**config.mk**
```make
export PLATFORM = sky130hd
export DESIGN_NAME = wall_column_renderer
export DESIGN_NICKNAME = d
export VERILOG_FILES = /design/src/rtl/wall_column_renderer_pkg.sv /design/src/rtl/wall_column_renderer_wall_span.sv /design/src/rtl/wall_column_renderer.sv
export SDC_FILE = /design/constraint.sdc
export NUM_CORES = 1
export LEC_CHECK = 0
export BUFFER_PORTS_ARGS = -buffer_cell sky130_fd_sc_hd__buf_2
export CORE_MARGIN = 5
export CORE_UTILIZATION = 56
export CTS_BUF_LIST = sky130_fd_sc_hd__clkbuf_16
export CTS_CLUSTER_SIZE = 10
export DETAILED_ROUTE_END_ITERATION = 12
export PLACE_DENSITY_LB_ADDON = 0.2
export SETUP_SLACK_MARGIN = 0.5
export SLEW_MARGIN = 20
export SYNTH_ARGS = -nofsm -noshare
export SYNTH_HDL_FRONTEND = slang
export SYNTH_SLANG_ARGS = --single-unit
```
**constraint.sdc**
```tcl
create_clock -name clk -period 6.1 [get_ports clk]
set_input_delay 1.22 -clock clk [delete_from_list [all_inputs] [get_ports clk]]
set_output_delay 1.22 -clock clk [all_outputs]
set_load 0.01 [all_outputs]
```
**src/rtl/wall_column_renderer_pkg.sv**
```systemverilog
// Shared timing, colour and FSM encodings for the wall column renderer.
package wall_column_renderer_pkg;

  localparam int H_VIEW  = 640;
  localparam int H_TOTAL = 800;
  localparam int V_VIEW  = 480;
  localparam int V_TOTAL = 525;

  localparam logic [9:0]  HPOS_VIEW    = 10'(H_VIEW);
  localparam logic [9:0]  HPOS_PRESENT = 10'(H_TOTAL - 3);
  localparam logic [9:0]  VPOS_VIEW    = 10'(V_VIEW);
  localparam logic [9:0]  VPOS_LAST    = 10'(V_TOTAL - 1);
  localparam logic [10:0] SPAN_MAX     = 11'(H_VIEW);
  localparam logic [10:0] SPAN_MID     = 11'(H_VIEW / 2);

  localparam logic [5:0] COL_CEIL      = 6'b010101;
  localparam logic [5:0] COL_FLOOR     = 6'b101010;
  localparam logic [5:0] COL_WALL_LIT  = 6'b110000;
  localparam logic [5:0] COL_WALL_DARK = 6'b100000;

  localparam logic [1:0] ST_TRACE   = 2'd0;
  localparam logic [1:0] ST_PRESENT = 2'd1;
  localparam logic [1:0] ST_CAPTURE = 2'd2;

endpackage

```
**src/rtl/wall_column_renderer_wall_span.sv**
```systemverilog
// Converts a traced wall height into the [lo, hi) pixel span centred on the view.
module wall_span
  import wall_column_renderer_pkg::*;
(
  input  logic [10:0] size_i,
  output logic [10:0] lo_o,
  output logic [10:0] hi_o
);

  logic [10:0] size_c;
  logic [10:0] half;

  // Clamping to the view width keeps lo from underflowing, including the
  // huge size the tracer produces for row 0.
  always_comb begin
    size_c = (size_i > SPAN_MAX) ? SPAN_MAX : size_i;
    half   = size_c >> 1;
    lo_o   = SPAN_MID - half;
    hi_o   = SPAN_MID + half;
  end

endmodule

```
**src/rtl/wall_column_renderer.sv**
```systemverilog
// Drives the tracer run/row handshake, captures side/size per line and renders
// ceiling / wall / floor colour for the following line.
module wall_column_renderer
  import wall_column_renderer_pkg::*;
(
  input  logic        clk,
  input  logic        reset,
  input  logic [9:0]  i_hpos,
  input  logic [9:0]  i_vpos,
  input  logic        i_side,
  input  logic [10:0] i_size,
  output logic        o_run,
  output logic [9:0]  o_row,
  output logic [5:0]  o_rgb
);

  // Handshake: o_run is high except for the single PRESENT clock at
  // i_hpos==H_TOTAL-2; the tracer's side/size are valid only during the
  // following CAPTURE clock (i_hpos==H_TOTAL-1), where they are latched.
  // o_row holds steady for the whole line so the tracer divides by one row.
  logic [1:0]  state_q, state_d;
  logic        run_q, run_d;
  logic [9:0]  row_q, row_d;
  logic [5:0]  rgb_q, rgb_d;
  logic        line_side_q, line_side_d;
  logic [10:0] line_size_q, line_size_d;
  logic [10:0] span_lo, span_hi;
  logic [10:0] hpos_x;

  wall_span u_span (
    .size_i (line_size_q),
    .lo_o   (span_lo),
    .hi_o   (span_hi)
  );

  always_comb begin
    state_d     = state_q;
    line_side_d = line_side_q;
    line_size_d = line_size_q;
    case (state_q)
      ST_TRACE:   if (i_hpos == HPOS_PRESENT) state_d = ST_PRESENT;
      ST_PRESENT: state_d = ST_CAPTURE;
      ST_CAPTURE: begin
        state_d     = ST_TRACE;
        line_side_d = i_side;
        line_size_d = i_size;
      end
      default:    state_d = ST_TRACE;
    endcase
    run_d = (state_d != ST_PRESENT);
  end

  always_comb begin
    row_d = row_q;
    if (i_hpos == 10'd0) begin
      row_d = (i_vpos == VPOS_LAST) ? 10'd0 : i_vpos + 10'd1;
    end
  end

  always_comb begin
    hpos_x = {1'b0, i_hpos};
    rgb_d  = 6'd0;
    if (i_hpos < HPOS_VIEW && i_vpos < VPOS_VIEW) begin
      if (hpos_x < span_lo)      rgb_d = COL_CEIL;
      else if (hpos_x < span_hi) rgb_d = line_side_q ? COL_WALL_DARK : COL_WALL_LIT;
      else                       rgb_d = COL_FLOOR;
    end
  end

  always_ff @(posedge clk) begin
    if (reset) begin
      state_q     <= ST_TRACE;
      run_q       <= 1'b0;
      row_q       <= 10'd0;
      rgb_q       <= 6'd0;
      line_side_q <= 1'b0;
      line_size_q <= 11'd0;
    end else begin
      state_q     <= state_d;
      run_q       <= run_d;
      row_q       <= row_d;
      rgb_q       <= rgb_d;
      line_side_q <= line_side_d;
      line_size_q <= line_size_d;
    end
  end

  assign o_run = run_q;
  assign o_row = row_q;
  assign o_rgb = rgb_q;

endmodule

```
---- Yosys cells after proc, flatten, opt, wreduce, memory -nomap -nowiden ----
Cells that the tools add are included.
operators by class
  equal/unequal tests ..................... 5
  $add $sub $neg .......................... 3
  order comparisons ....................... 5
  bitwise operators ....................... 1
  muxes and demuxes ....................... 7
  reduce and logical (&&, ||, !) cells .... 5
operators by type and width
  cell                     number
  $lt A10 B11 Y1           2
  $eq A10 B10 Y1 const B   2
  $mux W5                  3
  $add A9 B10 Y11 const A  1
  $gt A11 B10 Y1 const B   1
  $mux W11                 1
  $sub A9 B10 Y11 const A  1
  $add A10 B1 Y10 const B  1
  $logic_not A10 Y1        1
  $lt A10 B10 Y1 const B   1
  $lt A10 B9 Y1 const B    1
  $mux W10                 1
  $pmux W2 S2              1
  $reduce_or A3 Y1         1
  $eq A2 B1 Y1 const B     1
  $eq A2 B2 Y1 const B     1
  $logic_not A2 Y1         1
  $mux W2                  1
  $ne A2 B1 Y1 const B     1
  $reduce_or A2 Y1         1
  $logic_and A1 B1 Y1      1
  $not A1 Y1               1
storage, ports and cells
  register bits ........................... 31
  output and inout port bits .............. 17
  word-level logic and storage cells ...... 33
  bits of input ports ..................... 34

---- Longest topological paths before layout ----
Gate-level depths: netlist of run 1.
  depth after elaboration ................. 6
  gate-level depth with buffers ........... 14
  depth with buffers taken out ............ 13

---- Hierarchy ----
Synthesis of run 1 repeated with hierarchy kept, for this count alone.
second synthesis, totals
  cell total of the unflattened synthesis .. 259
  area, all modules ....................... 2090.8 µm²
by module, submodules not included
  module                seq. area each (µm²)  area each (µm²)  cells an instance  instances
  wall_column_renderer  580.6                 1701.6           204                1
  wall_span             0.0                   389.1            55                 1

---- Worst setup path after synthesis of run 1 ----
OpenSTA, ideal clock, no wires.
  kind .................................... reg-to-reg
  from .................................... reg line_size_q[1]
  to ...................................... reg rgb_q[4], in the netlist o_rgb[4]
  data arrival time ....................... 2.742 ns
  clock period less this slack ............ 2.867 ns
  stages on the path, launching flop included .. 13
  setup slack ............................. 3.233 ns
  buffers on the path ..................... 1
  library setup time ...................... 0.124 ns
  required time ........................... 5.976 ns
  path through ............................ dfxtp_1 -> or4_4 -> or3_1 -> buf_2 -> o31ai_4 -> o31ai_1 -> xnor2_1 -> ha_1 -> nand4_1 -> o221ai_1 -> nand2b_1 -> a31oi_1 -> a21oi_1
between the ends
  word-level cells in the longest chain between the ends .. 6
  elaborated cells on any way between the ends .. 8
  those cells by class .................... 2 x add/sub; 3 x order compare; 3 x mux
ends and longest elaborated chain
  element                 RTL line                              text
  start, declared         wall_column_renderer.sv:26            logic [10:0] line_size_q, line_size_d;
  start signal, assigned  wall_column_renderer.sv:84            line_size_q <= line_size_d;
  $gt A11 B10 Y1          wall_column_renderer_wall_span.sv:16  size_c = (size_i > SPAN_MAX) ? SPAN_MAX : size_i;
  $mux W11 (*)            wall_column_renderer_wall_span.sv:16
  $add A9 B10 Y11         wall_column_renderer_wall_span.sv:19  hi_o = SPAN_MID + half;
  $lt A10 B11 Y1          wall_column_renderer.sv:65            else if (hpos_x < span_hi) rgb_d = line_side_q ? COL_WALL_DARK : COL_WALL_LIT;
  $mux W5                 wall_column_renderer.sv:65
  $mux W5 (*)             wall_column_renderer.sv:64            if (hpos_x < span_lo) rgb_d = COL_CEIL;
  end signal, assigned    wall_column_renderer.sv:82            rgb_q <= rgb_d;
  end, declared           wall_column_renderer.sv:24            logic [5:0] rgb_q, rgb_d;
Mark *: on every way between the ends. The rest lies on a longest branch, timed or not.
A chain may end at the register's enable or synchronous reset.

---- Worst setup path in the final report of run 1 ----
Same ends and word-level chain as after synthesis.

==> qor.csv, run 1 <==
stage;metric;value;unit
floorplan;die_area;4609;um^2
sta;post-route-min-period;3.195;ns
worst_setup_path;end_kind;flip-flop;
final_layout;diodes;0;
synthesis;synth.distinct_cells;45;
detailed_routing;drc;0;
global_route;grt_max_degree;27;
sta;finalClockSkew;0.004831;ns
worst_setup_path;critPathRequiredTime;6.25;ns
synthesis;synth-seq-area-share;30.93;%
floorplan;core_area;3284;um^2
synthesis;ys_ff_latch;29;
synthesis;synth_warnings;0;
synthesis;syn_inst;235;
clock_network;cts_setup_buffers;0;
clock_network;cts.hold.buffers_added;0;
detailed_routing;drt-total-wl;4333;um
pwr;power.density;218.7;nW/um^2
sta;fmax;313.0;MHz
worst_setup_path;r2r_start;line_size_q[1]$_SDFFE_PP0N_;
worst_setup_path;crit_path_start_kind;flip-flop;
pwr;power;0.5032;mW
final_layout;drive_above_1_share;21.55;%
clock_network;numCtsBuffers;5;
worst_setup_path;cp.arrival;3.34;ns
synthesis;yosysTopAreaCell;dfxtp_1;
clock_network;cts_root_buffer;clkbuf_16;
clock_network;post_cts_resized;0;
global_route;grt_util_met1;25.68;%
worst_setup_path;crit_path_cell_trace;or4_4, or3_1, o31ai_4, o31ai_1, xnor2_1, ha_1, nand4_1, nor2_1, o2111ai_1, a31oi_1, a21oi_1;
placement;dpl.hpwl;3431;um
placement;port_buffers;50;
sta;tightest_slew;0.7208;ns
worst_setup_path;slowest_delay;0.57;ns
global_route;track_usage;20.21;%
detailed_routing;via_per_inst;5.435;
detailed_routing;routed-via-count;1788;
synthesis;syn_avg_cell_area;7.986;um^2
sta;period_share;52.38;%
synthesis;synth_async_sr_flop_share;0;%
clock_network;cts_sinks;29;
final_layout;multiInputGateArea;1216;um^2
final_layout;num-fill-cells;295;
placement;gp_congestion;0.8669;
pwr;peakVddDrop;224.7;uV
floorplan;rows;21;
global_route;gr-usage-met2;31.96;%
sta;setup_slack;2.905;ns
global_route;antenna_found_initial;0;
global_route;grt_first_pass_wirelength;6941;um
global_route;grt_pass1_vias;1576;
synthesis;synth_top_area_share;30.93;%
synthesis;netlist_top_cells_area;dfxtp_1 (31%), ha_1 (15%), nand2_1 (8.2%);
clock_network;clk_path_buf_depth;2;
floorplan;die_h;67.89;um
worst_hold_path;worstHoldPathType;reg2reg;
worst_setup_path;worstSetupPathType;reg2reg;
synthesis;synth_area;1877;um^2
sta;maxSlewHeadroom;51.85;%
clock_network;clk_latency;0.27;ns
global_route;busiest_layer;met2;
synthesis;ys.flop_type;dfxtp_1;
global_route;met3_usage;5.911;%
clock_network;h-tree-depth;2;
detailed_routing;firstDrtPassIters;4;
placement;place_inst;321;
final_layout;instances_no_fill;329;
sta;rsz0062_at_grt;false;
sta;maxSlewViolCount;0;
run_status;run_status;finished, final reports clean;
placement;pre_cts_ws;2.684;ns
clock_network;clk_pin_slew;0.05;ns
final_layout;nets;339;
pwr;p_leak;0.9908;nW
synthesis;synth_nets;292;
final_layout;area_growth;22.60;%
floorplan;die_w;67.89;um
clock_network;cts_tree;done;
detailed_routing;final_antenna_net_count;0;
floorplan;io_pins;51;
detailed_routing;routedWlPerCell;13.17;um
worst_setup_path;cp_slowest_cell;or4_4;
synthesis;synth-edff-count;0;
sta;hold_viol;0;
final_layout;regArea;580.6;um^2
worst_hold_path;hp-start;line_side_q$_SDFFE_PP0N_;
final_layout;mostFrequentLayoutCells;buf_2 (50), nand2_1 (41), dfxtp_1 (29);
final_layout;final_util;70.06;%
final_layout;final_common_cell;buf_2;
global_route;grt-ovfl-total;0;
sta;tns;0;ns
worst_setup_path;crit_fanout;6;
job;max_cap_viol_count;0;
floorplan;start_util;57.14;%
worst_setup_path;crit_start;line_size_q[1]$_SDFFE_PP0N_;
detailed_routing;first_iter_violations;80;
sta;setup_viol;0;
[cells by family (layout without fill, tap and decap cells)]
family	Yosys count	after routing	synth area share, %
xor+xnor	14	14	6.533
fa+ha+maj	23	23	15.33
buf+inv	19	67	4.266
simple gates	99	99	24.40
compound gates	50	50	18.33
flops	29	29	30.93
other cells	1	1	0.1998
[per-layer routing]
metal	vias up	share of wire, %
li1	929	-
met1	796	45
met2	50	46
met3	13	6.6
met4	0	2.2
met5	-	0
[through the flow]
step / cell area (um^2) / hold slack, ns
6_report: 2301 / 0.4771
5_1_grt: 2301 / 0.5132
4_1_cts: 2301 / 0.4807
3_5_place_dp: 2138 / 0.4715
3_3_place_gp: 2138 / 0.4501
2_1_floorplan: 1877 / 0.4311
[where the power goes]
group          total [mW]  leakage [nW]  internal (mW)  switching, mW
Combinational      0.0458         0.674         0.0203         0.0255
Sequential          0.192         0.234          0.191       0.000416
Clock               0.266        0.0826          0.189         0.0769
Total               0.503         0.991          0.400          0.103
[cell usage after synthesis, types with 2 or more instances]
cell type   n
nand2b_1    4
nand2_1    41
ha_1       23
nor2_1     22
inv_1       9
or4_1       3
o21ai_0     2
a22oi_1    10
a21oi_1    18
dfxtp_1    29
clkbuf_1    7
nand4_1     6
nand3_1     8
o311ai_1    2
buf_4       2
xnor2_1     7
xor2_1      7
nor3_1      6
a211oi_1    3
[sequential cells by signal, indices dropped and copies added, names as in the netlist]
name	cells
line_side_q	1
state_q	2
line_size_q	11
o_row	10
o_rgb	4
o_run	1
[worst max-delay path, delay by kind of cell (launching register included)]
kind            cells  cell delay (ns)
xor+xnor            1             0.15
flops               1             0.36
compound gates      5             0.95
simple gates        4             1.31
fa+ha+maj           1             0.29
[area by class of cell]
type                    count  area share [%]
clock buffers               5           5.438
clock inverters             3           1.631
inverters                   9           1.468
multi-input cells         187           52.85
flip-flops and latches     29           25.23
well taps                  46           2.501
repair buffers             50           10.88
[worst paths after layout]
check | endpoint | slack [ns] | cells after the start
hold reg to reg | line_side_q$_SDFFE_PP0N_ | 0.48 | 2
setup reg to reg | o_rgb[4]$_SDFF_PP0_ | 2.91 | 11
setup / recovery | o_rgb[4]$_SDFF_PP0_ | 2.91 | 11
hold / removal | line_side_q$_SDFFE_PP0N_ | 0.48 | 2
(Power assumes the default switching activity.)
==> run 2, diff against run 1 <==
--- a/config.mk
+++ b/config.mk
@@ -7,7 +7,7 @@
 export LEC_CHECK = 0
 export BUFFER_PORTS_ARGS = -buffer_cell sky130_fd_sc_hd__buf_2
 export CORE_MARGIN = 5
-export CORE_UTILIZATION = 56
+export CORE_UTILIZATION = 47
 export CTS_BUF_LIST = sky130_fd_sc_hd__clkbuf_16
 export CTS_CLUSTER_SIZE = 10
 export DETAILED_ROUTE_END_ITERATION = 12
==> constraint.sdc (replaced) <==
create_clock -name clk -period 2.59 [get_ports clk]
set_input_delay 0.518 -clock clk [delete_from_list [all_inputs] [get_ports clk]]
set_output_delay 0.518 -clock clk [all_outputs]
set_load 0.01 [all_outputs]
==> qor.csv, run 2 (synthesis results as in run 1) <==
stage;metric;value;unit;change
run_status;run_status;finished, violations left;;
run_status;violations;negative setup slack;;
global_route;grt_pass1_vias;1806;;+15%
placement;place_area;2306;um^2;+7.8%
sta;hold_slack;0.4698;ns;-0.007324 ns
clock_network;h-tree-depth;2;;unchanged
global_route;track_usage;18.99;%;-1.2 points
clock_network;clk_pin_slew;0.04;ns;about the same
job;max_cap_viol_count;0;;unchanged
worst_setup_path;crit_path_cell_trace;or4_4, or3_4, o31ai_4, o31ai_2, xnor2_1, ha_1, nand4_1, o221ai_2, nand2b_1, a31oi_2, a21oi_1;;
sta;maxSlewHeadroom;50.30;%;-1.5 points
final_layout;top_register;line_size_q;;
worst_hold_path;hp-start;state_q[1]$_SDFF_PP0_;;
final_layout;final_util;62.96;%;-7.1 points
detailed_routing;firstDrtPassIters;4;;unchanged
worst_setup_path;path_buf_inv;0;;unchanged
clock_network;cts_sinks;29;;unchanged
sta;tns;-0.6421;ns;-0.6421 ns
pwr;p_leak;1.071;nW;+8.1%
worst_hold_path;worstHoldPathType;reg2reg;;
final_layout;diodes;0;;unchanged
worst_setup_path;cp.arrival;2.92;ns;-0.42 ns
detailed_routing;drc;0;;unchanged
global_route;grt_max_degree;27;;unchanged
final_layout;num-fill-cells;383;;+30%
floorplan;start_util;47.60;%;-9.5 points
worst_setup_path;cpLargestDelayFamily;simple AND/OR/NAND/NOR gates;;
worst_setup_path;cp_slowest_cell;or4_4;;
worst_setup_path;rrSetupSlack;-0.17;ns;-3.08 ns
detailed_routing;first_iter_violations;50;;-38%
global_route;grt_first_pass_wirelength;7893;um;+14%
global_route;antenna_found_initial;0;;unchanged
floorplan;io_pins;51;;unchanged
placement;port_buffers;50;;unchanged
worst_setup_path;worstSetupPathType;reg2reg;;
sta;fmax;362.3;MHz;+16%
sta;finalClockSkew;0.003902;ns;-0.0009289 ns
sta;setup_slack;-0.1701;ns;-3.075 ns
sta;post-route-min-period;2.760;ns;-0.4349 ns
clock_network;clk_latency;0.27;ns;about the same
floorplan;die_h;73.19;um;+7.8%
worst_setup_path;critPathRequiredTime;2.75;ns;-3.50 ns
final_layout;mostFrequentLayoutCells;buf_2 (50), nand2_1 (41), dfxtp_1 (26);;
sta;period_share;106.6;%;+54 points
sta;rsz0062_at_grt;true;;
clock_network;cts_tree;done;;
final_layout;instances_no_fill;348;;+5.8%
placement;place_inst;339;;+5.6%
final_layout;multiInputGateArea;1295;um^2;+6.5%
worst_hold_path;holdPathEnd;state_q[1]$_SDFF_PP0_;;
worst_setup_path;crit_path_start_kind;flip-flop;;
placement;pre_cts_ws;-0.1877;ns;-2.872 ns
pwr;power.density;440.5;nW/um^2;+100%
detailed_routing;via_per_inst;5.290;;-2.7%
worst_setup_path;r2r_start;line_size_q[4]$_SDFFE_PP0N_;;
final_layout;largest_reg_flops;11;;unchanged
worst_hold_path;whs_path_depth;1;;-1
detailed_routing;drt-total-wl;4694;um;+8.3%
clock_network;numCtsBuffers;5;;unchanged
sta;maxSlewViolCount;0;;unchanged
sta;tightest_slew;0.7439;ns;+0.02314 ns
worst_setup_path;end_kind;flip-flop;;
detailed_routing;routed-via-count;1841;;+3.0%
floorplan;core_area;3943;um^2;+20%
floorplan;rows;23;;+9.5%
worst_setup_path;r2r_cells;11;;unchanged
floorplan;die_area;5357;um^2;+16%
clock_network;cts_root_buffer;clkbuf_16;;
detailed_routing;final_antenna_net_count;0;;unchanged
final_layout;drive_above_1_share;31.21;%;+9.7 points
worst_setup_path;slowest_delay;0.52;ns;-0.05 ns
final_layout;area_growth;32.27;%;
sta;setup_viol;4;;+4
placement;gp_congestion;0.8463;;-2.4%
clock_network;clk_path_buf_depth;2;;unchanged
sta;hold_viol;0;;unchanged
placement;dpl.hpwl;3746;um;+9.2%
pwr;peakVddDrop;374.0;uV;+66%
final_layout;final_common_cell;buf_2;;
floorplan;die_w;73.19;um;+7.8%
worst_setup_path;reg2reg_to;o_rgb[4]$_SDFF_PP0_;;
final_layout;regArea;584.3;um^2;+0.65%
global_route;grt-ovfl-total;0;;unchanged
detailed_routing;routedWlPerCell;13.49;um;+2.4%
final_layout;finalInstanceArea;2482;um^2;+7.9%
worst_setup_path;crit_fanout;2;;-4
pwr;power;1.093;mW;+120%
final_layout;nets;355;;+4.7%
-- run 2: what timing repair did --
action                                  CTS  global route
buffers inserted                          2             0
hold buffers                              0             0
endpoints found under the setup margin    8             5
gates resized for setup                   1             5
pin swaps                                 1             4
-- run 2: area by class of cell --
class | instances | share of cell area [%]
Multi-Input combinational cell | 187 | 52.17
Inverter | 9 | 1.361
Clock buffer | 5 | 5.040
Tap cell | 50 | 2.520
Sequential cell | 29 | 23.54
Timing Repair Buffer | 66 | 15.07
Clock inverter | 2 | 0.3024
-- run 2: routing by layer --
metal	global-route usage (%)	up-vias	part of all wire [%]
met5	0	-	0
met4	7.992	0	2.1
met3	6.061	10	6.7
met2	34.56	46	51
met1	19.80	830	40
li1	-	955	-
-- run 2: power breakdown --
group,total (mW),leakage (nW),switching (mW),internal (mW)
sequential,0.452,0.236,0.000894,0.451
combinational,0.118,0.767,0.0658,0.0521
clock,0.524,0.0685,0.182,0.341
-- run 2: worst max path at each step --
stage | from | endpoint | slack (ns) | cells past startpoint
final | line_size_q[4]$_SDFFE_PP0N_ | o_rgb[4]$_SDFF_PP0_ | -0.17 | 11
after global placement | line_size_q[4]$_SDFFE_PP0N_ | o_rgb[4]$_SDFF_PP0_ | -0.12 | 11
after floorplan | line_size_q[2]$_SDFFE_PP0N_ | o_rgb[4]$_SDFF_PP0_ | -0.18 | 12
after CTS | line_size_q[4]$_SDFFE_PP0N_ | o_rgb[4]$_SDFF_PP0_ | -0.17 | 11
after detailed placement | line_size_q[4]$_SDFFE_PP0N_ | o_rgb[4]$_SDFF_PP0_ | -0.19 | 11
after global routing | line_size_q[4]$_SDFFE_PP0N_ | o_rgb[4]$_SDFF_PP0_ | -0.37 | 11
-- run 2: worst register-to-register path, cell delays in order (launching register included) --
cell and delay (ns):
dfxtp_2 0.31, or4_4 0.52, or3_4 0.39, o31ai_4 0.20, o31ai_2 0.11, xnor2_1 0.13
ha_1 0.27, nand4_1 0.12, o221ai_2 0.19, nand2b_1 0.11, a31oi_2 0.20, a21oi_1 0.08
==> run 3, diff against run 2 <==
--- a/config.mk
+++ b/config.mk
@@ -6,7 +6,7 @@
 export NUM_CORES = 1
 export LEC_CHECK = 0
 export BUFFER_PORTS_ARGS = -buffer_cell sky130_fd_sc_hd__buf_2
-export CORE_MARGIN = 5
+export CORE_MARGIN = 2
 export CORE_UTILIZATION = 47
 export CTS_BUF_LIST = sky130_fd_sc_hd__clkbuf_16
 export CTS_CLUSTER_SIZE = 10
==> qor.csv, run 3 (synthesis results as in run 1) <==
stage;metric;value;unit;change
run_status;run_status;finished, violations left;;
run_status;violations;negative setup slack;;
final_layout;final_util;67.25;%;+4.3 points
floorplan;die_area;4515;um^2;-16%
worst_setup_path;crit_fanout;2;;unchanged
final_layout;largest_reg_flops;11;;unchanged
sta;tns;-0.6153;ns;+0.02685 ns
placement;port_buffers;50;;unchanged
pwr;p_leak;1.086;nW;+1.4%
final_layout;mostFrequentLayoutCells;buf_2 (50), nand2_1 (41), dfxtp_1 (27);;
final_layout;top_register;line_size_q;;
clock_network;cts_tree;done;;
placement;gp_congestion;0.8918;;+5.4%
final_layout;final_common_cell;buf_2;;
worst_setup_path;r2r_start;line_size_q[4]$_SDFFE_PP0N_;;
global_route;track_usage;22.81;%;+3.8 points
detailed_routing;drc;0;;unchanged
worst_hold_path;hp-start;state_q[1]$_SDFF_PP0_;;
worst_setup_path;reg2reg_to;o_rgb[4]$_SDFF_PP0_;;
worst_hold_path;holdPathEnd;state_q[1]$_SDFF_PP0_;;
clock_network;clk_latency;0.27;ns;about the same
worst_setup_path;cp.arrival;2.92;ns;about the same
floorplan;die_w;67.19;um;-8.2%
clock_network;numCtsBuffers;5;;unchanged
sta;finalClockSkew;0.003166;ns;-0.0007356 ns
sta;setup_viol;4;;unchanged
global_route;grt_first_pass_wirelength;7721;um;-2.2%
sta;fmax;362.8;MHz;+0.12%
sta;tightest_slew;0.7379;ns;-0.005965 ns
sta;maxSlewHeadroom;50.70;%;+0.40 points
sta;post-route-min-period;2.757;ns;-0.003429 ns
pwr;peakVddDrop;361.1;uV;-3.4%
placement;pre_cts_ws;-0.1613;ns;+0.02638 ns
placement;dpl.hpwl;3532;um;-5.7%
worst_setup_path;crit_path_start_kind;flip-flop;;
final_layout;nets;355;;unchanged
global_route;grt-ovfl-total;0;;unchanged
floorplan;io_pins;51;;unchanged
worst_setup_path;critPathRequiredTime;2.75;ns;about the same
clock_network;cts_root_buffer;clkbuf_16;;
floorplan;start_util;50.13;%;+2.5 points
detailed_routing;drt-total-wl;4562;um;-2.8%
floorplan;core_area;3744;um^2;-5.0%
detailed_routing;firstDrtPassIters;4;;unchanged
final_layout;diodes;0;;unchanged
worst_setup_path;rrSetupSlack;-0.17;ns;about the same
detailed_routing;routedWlPerCell;13.15;um;-2.5%
detailed_routing;via_per_inst;5.401;;+2.1%
detailed_routing;first_iter_violations;99;;+98%
floorplan;rows;22;;-4.3%
sta;rsz0062_at_grt;true;;
sta;period_share;106.4;%;-0.13 points
global_route;grt_max_degree;27;;unchanged
detailed_routing;routed-via-count;1874;;+1.8%
clock_network;clk_path_buf_depth;2;;unchanged
worst_setup_path;worstSetupPathType;reg2reg;;
final_layout;drive_above_1_share;31.77;%;+0.56 points
pwr;power.density;479.8;nW/um^2;+8.9%
worst_setup_path;end_kind;flip-flop;;
floorplan;die_h;67.19;um;-8.2%
worst_setup_path;r2r_cells;11;;unchanged
sta;maxSlewViolCount;0;;unchanged
global_route;antenna_found_initial;0;;unchanged
worst_hold_path;worstHoldPathType;reg2reg;;
detailed_routing;final_antenna_net_count;0;;unchanged
job;max_cap_viol_count;0;;unchanged
clock_network;h-tree-depth;2;;unchanged
sta;hold_viol;0;;unchanged
clock_network;cts_sinks;29;;unchanged
clock_network;clk_pin_slew;0.05;ns;about the same
final_layout;area_growth;34.13;%;
sta;setup_slack;-0.1667;ns;+0.003429 ns
global_route;grt_pass1_vias;1722;;-4.7%
worst_hold_path;whs_path_depth;1;;unchanged
## run 3: worst max path at each step
stage,start,endpoint,slack [ns],depth (start not counted)
2_1_floorplan,line_size_q[2]$_SDFFE_PP0N_,o_rgb[4]$_SDFF_PP0_,-0.18,12
3_3_place_gp,line_size_q[4]$_SDFFE_PP0N_,o_rgb[4]$_SDFF_PP0_,-0.10,11
3_5_place_dp,line_size_q[4]$_SDFFE_PP0N_,o_rgb[3]$_SDFF_PP0_,-0.16,11
4_1_cts,line_size_q[4]$_SDFFE_PP0N_,o_rgb[3]$_SDFF_PP0_,-0.15,11
5_1_grt,line_size_q[4]$_SDFFE_PP0N_,o_rgb[4]$_SDFF_PP0_,-0.40,11
6_report,line_size_q[4]$_SDFFE_PP0N_,o_rgb[4]$_SDFF_PP0_,-0.17,11
## run 3: timing repair
action,in CTS,in global routing
resized for setup,1,6
setup endpoints to repair,7,6
hold buffers,0,0
buffers inserted,2,0
pin swaps,2,1
## run 3: worst max-delay path: stages (launching register included)
cell and delay [ns]:
dfxtp_1 0.30, or4_4 0.53, or3_4 0.40, o31ai_4 0.20, o31ai_2 0.10, xnor2_1 0.13, ha_1 0.28, nand4_1 0.12
nor2_1 0.15, o2111ai_2 0.12, a31oi_1 0.23, a21oi_1 0.09
## run 3: power by group
| part | total [mW] | switching [mW] | internal [mW] |
|---|---|---|---|
| sequential | 0.452 | 0.000981 | 0.451 |
| clock | 0.637 | 0.192 | 0.445 |
| combinational | 0.119 | 0.0674 | 0.0518 |
| total | 1.21 | 0.260 | 0.948 |
## run 3: metrics by stage
step | instances | hold WS, ns | power (mW) | cell area (um^2)
after floorplan | 235 | 0.4311 | 0.5195 | 1951
after global placement | 337 | 0.4552 | 0.5708 | 2303
after detailed placement | 337 | 0.4610 | 0.5723 | 2303
after CTS | 347 | 0.4692 | 1.211 | 2486
after global routing | 347 | 0.4827 | 1.254 | 2517
final | 347 | 0.4663 | 1.208 | 2517
## run 3: layout make-up
cell class,count,area [um^2]
fill,351,1226
multi-input combinational,187,1304
clock buffer,5,125.1
timing repair buffer,66,374.1
clock inverter,3,37.54
inverter,9,33.78
tap,48,60.06
sequential,29,583.1
## run 3: metal layers
| layer | part of all wire [%] | track usage [%] | wire length [um] | vias to the layer above |
|---|---|---|---|---|
| met5 | 0 | 0 | 0 | - |
| met4 | 1.8 | 8.163 | 81 | 0 |
| met3 | 5.8 | 5.667 | 266 | 10 |
| met2 | 46 | 37.13 | 2116 | 52 |
| met1 | 46 | 29.21 | 2098 | 856 |
| li1 | - | - | - | 956 |
